==> config.mk <==
export PLATFORM = sky130hd
export DESIGN_NAME = chunk_logic_engine_flat
export DESIGN_NICKNAME = d
export VERILOG_FILES = /design/src/rtl/chunk_logic_if.sv /design/src/rtl/chunk_logic_engine.sv /design/src/flat_wrapper.sv
export SDC_FILE = /design/constraint.sdc
export NUM_CORES = 1
export LEC_CHECK = 0
export CAP_MARGIN = 40
export CORE_ASPECT_RATIO = 0.7
export CORE_MARGIN = 8
export CORE_UTILIZATION = 48
export CTS_CLUSTER_SIZE = 8
export DETAILED_ROUTE_END_ITERATION = 16
export GPL_TIMING_DRIVEN = 1
export PLACE_DENSITY_LB_ADDON = 0.2
export SLEW_MARGIN = 20
export SYNTH_ARGS = -nofsm -noshare
export SYNTH_HDL_FRONTEND = slang
export SYNTH_SLANG_ARGS = --single-unit
==> constraint.sdc <==
create_clock -name clk -period 1.6 [get_ports clk]
set_input_delay 0.16 -clock clk [delete_from_list [all_inputs] [get_ports clk]]
set_output_delay 0.16 -clock clk [all_outputs]
set_load 0.02 [all_outputs]
==> src/rtl/chunk_logic_if.sv <==
// Handshake and data bundle for chunk_logic_engine.
// master = operand producer / result consumer, slave = the engine.
interface chunk_logic_if #(
  parameter int HI = 3,
  parameter int LO = 0
);
  logic          in_valid;
  logic          in_ready;
  logic [HI:LO]  a;
  logic [HI:LO]  b;
  logic          out_valid;
  logic          out_ready;
  logic [HI:LO]  y;
  logic          busy;
  logic [7:0]    done_count;

  modport master (
    output in_valid, a, b, out_ready,
    input  in_ready, out_valid, y, busy, done_count
  );

  modport slave (
    input  in_valid, a, b, out_ready,
    output in_ready, out_valid, y, busy, done_count
  );
endinterface

==> src/rtl/chunk_logic_engine.sv <==
// Chunk-serial logic engine: latches an operand pair, then computes one
// SPAN-bit chunk of the result per cycle (bitwise or logical AND) and
// holds the result until the consumer takes it.
module chunk_logic_engine #(
  parameter int         HI    = 3,
  parameter int         LO    = 0,
  parameter int         SPAN  = 1,
  parameter logic [2:0] SWAPS = 3'b000,
  parameter int         MODE  = 0
) (
  input logic          clk,
  input logic          rst,
  chunk_logic_if.slave bus
);

  localparam int WIDTH  = HI - LO + 1;
  localparam int NCHUNK = WIDTH / SPAN;
  localparam int KW     = (NCHUNK > 1) ? $clog2(NCHUNK) : 1;

  typedef enum logic [1:0] {
    IDLE,
    RUN,
    DONE
  } state_t;

  state_t        state;
  state_t        state_next;
  logic [HI:LO]  a_q;
  logic [HI:LO]  b_q;
  logic [HI:LO]  res_q;
  logic [HI:LO]  res_next;
  logic [KW-1:0] k_q;
  logic [7:0]    count_q;
  logic          last_chunk;

  // Mirror a vector about its own index range: bit i takes bit HI+LO-i.
  function automatic logic [HI:LO] reverse(input logic [HI:LO] v);
    logic [HI:LO] r;
    for (int i = LO; i <= HI; i++) begin
      r[i] = v[HI + LO - i];
    end
    return r;
  endfunction

  assign last_chunk = (k_q == KW'(NCHUNK - 1));

  // Working result with the current chunk k written; tail bits never touched.
  always_comb begin
    // NOTE: every comb output gets a default first so no path leaves it unassigned (no latch).
    res_next = res_q;
    for (int j = 0; j < NCHUNK; j++) begin
      if (k_q == KW'(j)) begin
        if (MODE == 0) begin
          res_next[LO + j*SPAN +: SPAN] = a_q[LO + j*SPAN +: SPAN] & b_q[LO + j*SPAN +: SPAN];
        end else begin
          res_next[LO + j*SPAN +: SPAN] = '0;
          res_next[LO + j*SPAN]         = (|a_q[LO + j*SPAN +: SPAN]) && (|b_q[LO + j*SPAN +: SPAN]);
        end
      end
    end
  end

  // Next-state logic for the IDLE -> RUN -> DONE -> IDLE cycle.
  always_comb begin
    state_next = state;
    unique case (state)
      IDLE: if (bus.in_valid) state_next = RUN;
      RUN:  if (last_chunk) state_next = DONE;
      DONE: if (bus.out_ready) state_next = IDLE;
      default: state_next = IDLE;
    endcase
  end

  // State, operand, result, chunk-counter and completion-counter registers.
  always_ff @(posedge clk) begin
    // NOTE: sequential state uses non-blocking assignments so all registers update together at the edge.
    if (rst) begin
      state   <= IDLE;
      a_q     <= '0;
      b_q     <= '0;
      res_q   <= '0;
      k_q     <= '0;
      count_q <= '0;
    end else begin
      state <= state_next;
      unique case (state)
        IDLE: begin
          if (bus.in_valid) begin
            a_q   <= SWAPS[0] ? reverse(bus.a) : bus.a;
            b_q   <= SWAPS[1] ? reverse(bus.b) : bus.b;
            res_q <= '0;
            k_q   <= '0;
          end
        end
        RUN: begin
          res_q <= res_next;
          k_q   <= k_q + KW'(1);
        end
        DONE: begin
          if (bus.out_ready) count_q <= count_q + 8'd1;
        end
        default: ;
      endcase
    end
  end

  assign bus.in_ready   = (state == IDLE);
  assign bus.out_valid  = (state == DONE);
  assign bus.busy       = (state == RUN);
  assign bus.done_count = count_q;
  assign bus.y          = (state != DONE) ? '0 : (SWAPS[2] ? reverse(res_q) : res_q);

endmodule

==> src/flat_wrapper.sv <==
// flat-port wrapper written by rule: the top's interface ports become plain ports
module chunk_logic_engine_flat 
#(
  parameter int         HI    = 3,
  parameter int         LO    = 0,
  parameter int         SPAN  = 1,
  parameter logic [2:0] SWAPS = 3'b000,
  parameter int         MODE  = 0
)
  (clk, rst, bus_in_valid, bus_a, bus_b, bus_out_ready, bus_in_ready, bus_out_valid, bus_y, bus_busy, bus_done_count);
  chunk_logic_if #(.HI(HI), .LO(LO)) bus_i ();
  input logic clk;
  input logic rst;
  input wire logic [$bits(bus_i.in_valid)-1:0] bus_in_valid;
  input wire logic [$bits(bus_i.a)-1:0] bus_a;
  input wire logic [$bits(bus_i.b)-1:0] bus_b;
  input wire logic [$bits(bus_i.out_ready)-1:0] bus_out_ready;
  output wire logic [$bits(bus_i.in_ready)-1:0] bus_in_ready;
  output wire logic [$bits(bus_i.out_valid)-1:0] bus_out_valid;
  output wire logic [$bits(bus_i.y)-1:0] bus_y;
  output wire logic [$bits(bus_i.busy)-1:0] bus_busy;
  output wire logic [$bits(bus_i.done_count)-1:0] bus_done_count;
  assign bus_i.in_valid = bus_in_valid;
  assign bus_i.a = bus_a;
  assign bus_i.b = bus_b;
  assign bus_i.out_ready = bus_out_ready;
  assign bus_in_ready = bus_i.in_ready;
  assign bus_out_valid = bus_i.out_valid;
  assign bus_y = bus_i.y;
  assign bus_busy = bus_i.busy;
  assign bus_done_count = bus_i.done_count;
  chunk_logic_engine #(.HI(HI), .LO(LO), .SPAN(SPAN), .SWAPS(SWAPS), .MODE(MODE)) u_core (.clk(clk), .rst(rst), .bus(bus_i));
endmodule
==> impl_metrics.toml, run 1 <==
[status]
status = "finished clean"

[global_route]
grt_max_degree = 25
track_usage = 0.132
grt_pass1_wl_um = 4410
antenna_found_initial = 0
grt_pass1_vias = 960
grt_overflow = 0

[synth]
ys_warn_count = 0
synthesis.nets = 137
yosysTopAreaCell = "dfxtp_1"
ys_seq_elements = 24
synth_most_common_cell = "dfxtp_1"
ys.flop_type = "dfxtp_1"
synthTopCellsByCount = "24 x dfxtp_1, 14 x nor2_1, 13 x mux2i_1, 10 x a21oi_1, 8 x nand2_1"
syn-cell-area_sq_um = 1130
avgSynthCellArea_sq_um = 9.39
netlist_instances = 120
synth_edf_count = 0
synthArstFlopShare = 0
ys_seq_area_frac = 0.426
synth_top_area_frac = 0.426
ys_types = 29
synth_area_leaders = "dfxtp_1 43%, mux2i_1 12%, ha_1 5.5%"

[clocking]
cts-htree-levels = 1
cts_hold_buf = 0
cts_tree = "built"
cts_root_buffer = "clkbuf_4"
cts_buffers = 3
clkTransAtPathRegs_ns = 0.13
clk_path_buf_depth = 2
cts_sinks = 24
clk_latency_ns = 0.32

[hold_path]
hold_class = "input pin to register"

[setup_path]
worstRegToRegCells = 4
crit_chain = "clkdlybuf4s50_1"
crit_family = "buffers and inverters"
worst-path-buf-inv = 1
path_max_fanout = 5
worstReg2RegEnd = "u_core.bus.done_count[7]"
r2r-start = "u_core.state[0]"
cp_slowest_stage_delay_ns = 0.63
startpoint = "u_core.bus.done_count[1]"
cp.depth = 1
crit_required_ns = 1.44
r2r_slack_ns = 0.16
arrival_ns = 1.37
criticalPathCategory = "register to output port"
endpoint_kind = "output port"
cp-start-kind = "register"
cp-endpoint = "bus_done_count[1]"
slowest_stage = "clkdlybuf4s50_1"

[final_layout]
drive_above_1_share = 0.131
finish.instance_area_sq_um = 1530
area_growth_pct = 36.1
final_cells = 185
final_nets = 171
num_antenna_cells = 0

[floorplanning]
start_util = 0.515
die_w_um = 73.9
core_region_area_sq_um = 2190
ios = 27
row_count = 14
die_area_sq_um = 4180
die_h_um = 56.5

[place]
post-place-ws_ns = 0.00107
hpwlAfterDp_um = 1900
place_congestion = 0.798
portBuffers = 26
dp.cells = 181
placed_area_sq_um = 1470

[drt]
drt_iter0_drc = 43
drtPass1Iterations = 4
wl_per_cell_um = 13.7
route.detailed.drc = 0
routed_wl_um = 2540
antenna_left = 0
via_per_inst = 5.30
vias = 980

[sta]
drv_slew = 0
slew_headroom = 0.835
setup_viol = 0
min_period_over_period = 0.955
finClkSkew_ns = 0.00938
fin_setup_tns_ns = 0
fmax_mhz = 654
layout_setup_ws_ns = 0.0719
max_slew.worst_pin.slew_ns = 0.247
rsz0062_at_grt = "false"
layout_min_cycle_time_ns = 1.53
hold_viol = 0

[power_and_ir_drop]
p_leak_nw = 0.665
power_mw = 1.20
p_per_area_nw_per_um2 = 781
ir_worst_vdd_uv = 640

[job]
max_cap_violations = 0
-- registers in the layout, indices dropped and copies added (netlist names) --
register and cells:
u_core.state 2, u_core.b_q 4, u_core.k_q 2, u_core.res_q 4, u_core.a_q 4, u_core.bus.done_count 8
-- logic make-up after synthesis --
logic type / share of synthesized area
fa+ha+maj: 0.0555
mux: 0.115
flops: 0.426
buf+inv: 0.0411
simple gates: 0.231
compound gates: 0.115
xor+xnor: 0.0155
-- per-layer routing --
layer | GRT usage | vias to the layer above | wire (um)
met2 | 0.213 | 22 | 1170
li1 | - | 496 | -
met3 | 0.0513 | 4 | 155
met1 | 0.161 | 458 | 1190
met5 | 0 | - | 0
met4 | 0.0255 | 0 | 17
-- metrics by stage --
stage	util	hold WS, ns
5_1_grt	0.701	0.451
6_report	0.701	0.441
3_5_place_dp	0.673	0.468
4_1_cts	0.698	0.438
3_3_place_gp	0.673	0.453
2_1_floorplan	-	0.229
-- what timing repair did --
item / in CTS / in global routing
gates resized for setup: 16 / 7
pin swaps: 0 / 0
endpoints found under the hold margin: 0 / 0
setup endpoints to repair: 7 / 9
setup buffers: 0 / 0
-- worst register-to-register path, cell delays in order (launching register included) --
cell,delay [ns]
dfxtp_2,0.36
buf_12,0.14
nand4b_4,0.21
or4_1,0.53
a21oi_1,0.15
-- power by group --
group | internal, mW | total (mW) | switching, mW | leakage (nW)
sequential | 0.615 | 0.625 | 0.0104 | 0.195
combinational | 0.0740 | 0.135 | 0.0613 | 0.442
clock | 0.253 | 0.438 | 0.185 | 0.0279
total | 0.942 | 1.20 | 0.256 | 0.665
-- layout by cell type (no fill, tap or decap), types with 2 or more instances in the layout --
cell type        count
dfxtp_1             23
clkdlybuf4s50_1     15
nor2_1              14
mux2i_1             13
a21oi_1             10
nand2_1              8
buf_4                8
o21ai_0              7
ha_1                 5
and2_1               4
or4b_1               4
dlymetal6s2s_1       4
inv_1                3
or3_1                3
clkbuf_4             3
clkdlybuf4s15_2      3
a22oi_1              2
xor2_1               2
o31ai_1              2
or4_1                2
nand4_1              2
dlygate4sd2_1        2
-- layout make-up --
class | instances | area [sq um]
repair buffers | 35 | 347
clock inverters | 1 | 30.0
fillers | 183 | 656
inverters | 3 | 11.3
well taps | 32 | 40.0
flip-flops and latches | 24 | 482
clock buffers | 3 | 22.5
multi-input cells | 87 | 602
-- how the worst min path moves through the flow --
| stage | from | to | depth (start not counted) |
|---|---|---|---|
| finish | bus_a[1] | u_core.a_q[1] | 3 |
| global route | bus_a[0] | u_core.a_q[0] | 3 |
| CTS | bus_a[1] | u_core.a_q[1] | 3 |
| detailed placement | u_core.res_q[0] | u_core.res_q[0] | 2 |
| global placement | u_core.res_q[0] | u_core.res_q[0] | 2 |
| floorplan | rst | u_core.res_q[0] | 1 |
Power figures use the tool's default switching activity.
==> run 2, diff against run 1 <==
--- a/config.mk
+++ b/config.mk
@@ -9,10 +9,10 @@
 export CORE_ASPECT_RATIO = 0.7
 export CORE_MARGIN = 8
 export CORE_UTILIZATION = 48
-export CTS_CLUSTER_SIZE = 8
 export DETAILED_ROUTE_END_ITERATION = 16
 export GPL_TIMING_DRIVEN = 1
 export PLACE_DENSITY_LB_ADDON = 0.2
+export REMOVE_ABC_BUFFERS = 1
 export SLEW_MARGIN = 20
 export SYNTH_ARGS = -nofsm -noshare
 export SYNTH_HDL_FRONTEND = slang
==> run 2 against run 1 <==
  * Non-clock buffer count shrank 2
  * Sequential power is essentially flat
  * Utilization shrank 2.3 points
  * Combinational power shrank 4%
  * Largest power group unchanged
  * Power shrank 11%
  * Largest cell class unchanged
  * Register-to-register slack lost 0.05 ns
  * Critical path depth is the same
  * Clock-buffer cell count grew 1
  * Global-route usage shrank 0.17 points
  * First-iteration DRC count grew 150%
  * Cell count shrank 1.1%
==> impl_metrics.toml, run 2 (synthesis results as in run 1) <==
[place]
hpwlAfterDp_um = 1960
portBuffers = 26
place_congestion = 0.789
post-place-ws_ns = 0.0119
placed_area_sq_um = 1450

[setup_path]
r2r_slack_ns = 0.11
crit_required_ns = 1.44
endpoint_kind = "output port"
crit_family = "buffers and inverters"
criticalPathCategory = "register to output port"
path_max_fanout = 5
cp_slowest_stage_delay_ns = 0.64
crit_chain = "clkdlybuf4s50_1"
cp-start-kind = "register"
arrival_ns = 1.37
worst-path-buf-inv = 1
slowest_stage = "clkdlybuf4s50_1"

[final_layout]
final_cell_mix = "23 x dfxtp_1, 15 x clkdlybuf4s50_1, 14 x nor2_1, 13 x mux2i_1, 10 x a21oi_1"
multi_input_area_sq_um = 603
regArea_sq_um = 482
fillCellCount = 175
drive_above_1_share = 0.106
finish.instance_area_sq_um = 1480
final_nets = 169
num_antenna_cells = 0
largest_reg_flops = 8
area_growth_pct = 31.5
layout_commonest_cell = "dfxtp_1"

[drt]
drt_iter0_drc = 107
routed_wl_um = 2640
route.detailed.drc = 0
antenna_left = 0
vias = 1000
via_per_inst = 5.46
drtPass1Iterations = 4
wl_per_cell_um = 14.4

[power_and_ir_drop]
ir_worst_vdd_uv = 501
p_leak_nw = 0.644
p_per_area_nw_per_um2 = 721

[clocking]
clkTransAtPathRegs_ns = 0.12
cts_buffers = 3
cts_tree = "built"
cts_sinks = 24
cts-htree-levels = 1
clk_latency_ns = 0.31
cts_root_buffer = "clkbuf_4"
clk_path_buf_depth = 2

[global_route]
grt_pass1_wl_um = 4420
grt_max_degree = 25
antenna_found_initial = 0
grt_overflow = 0
grt_pass1_vias = 984
track_usage = 0.130

[floorplanning]
core_region_area_sq_um = 2190
die_area_sq_um = 4180
die_w_um = 73.9
start_util = 0.515
row_count = 14
ios = 27
die_h_um = 56.5

[sta]
setup_viol = 0
hold_viol = 0
slew_headroom = 0.804
drv_slew = 0
rsz0062_at_grt = "false"
fmax_mhz = 652
min_period_over_period = 0.959
max_slew.worst_pin.slew_ns = 0.291
layout_min_cycle_time_ns = 1.53
layout_setup_ws_ns = 0.0654
hold_slack_ns = 0.452
finClkSkew_ns = 0.00401

[job]
max_cap_violations = 0

[hold_path]
hold_class = "input pin to register"

[status]
status = "finished clean"
==> run 2: changes by cell type in the layout (fill, tap and decap cells not counted) <==
cell | before | now
clkdlybuf4s15_2 | 3 | 0
clkbuf_2 | 0 | 2
clkdlybuf4s15_1 | 1 | 3
and2b_2 | 1 | 0
and2b_4 | 0 | 1
buf_12 | 1 | 0
buf_2 | 1 | 0
buf_4 | 8 | 7
bufinv_16 | 1 | 0
clkbuf_8 | 0 | 1
==> run 2: what timing repair did <==
action,4_1_cts,5_1_grt
gates resized for setup,8,13
setup buffers,0,0
endpoints found under the setup margin,7,10
hold buffers,0,0
==> run 2: metal layers <==
| metal | vias to the layer above | track usage | routed length [um] |
|---|---|---|---|
| met5 | - | 0 | 0 |
| met4 | 0 | 0.0170 | 10 |
| met3 | 2 | 0.0549 | 197 |
| met2 | 33 | 0.225 | 1240 |
| met1 | 478 | 0.147 | 1190 |
| li1 | 487 | - | - |
==> run 2: layout make-up <==
class                           instances  area share
Clock buffer                            4      0.0245
Tap cell                               32      0.0270
Timing Repair Buffer                   33       0.209
Inverter                                3     0.00759
Multi-Input combinational cell         87       0.407
Sequential cell                        24       0.325
==> run 2: worst register-to-register path: cells and delay by family (launching register included) <==
kind	cells	cell delay, ns
buffers and inverters	1	0.19
AOI/OAI and AO/OA	1	0.14
and+or+nand+nor	2	0.77
DFF	1	0.33
==> run 2: power breakdown <==
part           internal [mW]  switching (mW)  total (mW)  leakage, nW
Clock                  0.139           0.175       0.314       0.0210
Combinational         0.0690          0.0610       0.130        0.428
Sequential             0.615          0.0108       0.625        0.195
Total                  0.823           0.247        1.07        0.644
==> run 2: final timing paths <==
kind	from	to	cells past startpoint
max	u_core.bus.done_count[5]	bus_done_count[5]	1
min	bus_a[1]	u_core.a_q[1]	3
max reg2reg	u_core.state[0]	u_core.bus.done_count[7]	4
min reg2reg	u_core.res_q[0]	u_core.res_q[0]	2
==> run 2: metrics by stage <==
step	cells	utilization	total power [mW]	TNS [ns]
after detailed placement	179	0.660	0.771	0
after global routing	183	0.677	1.11	0
after floorplan	114	-	0.699	-1.79
after CTS	183	0.673	1.08	0
after global placement	179	0.660	0.766	0
final	183	0.677	1.07	0
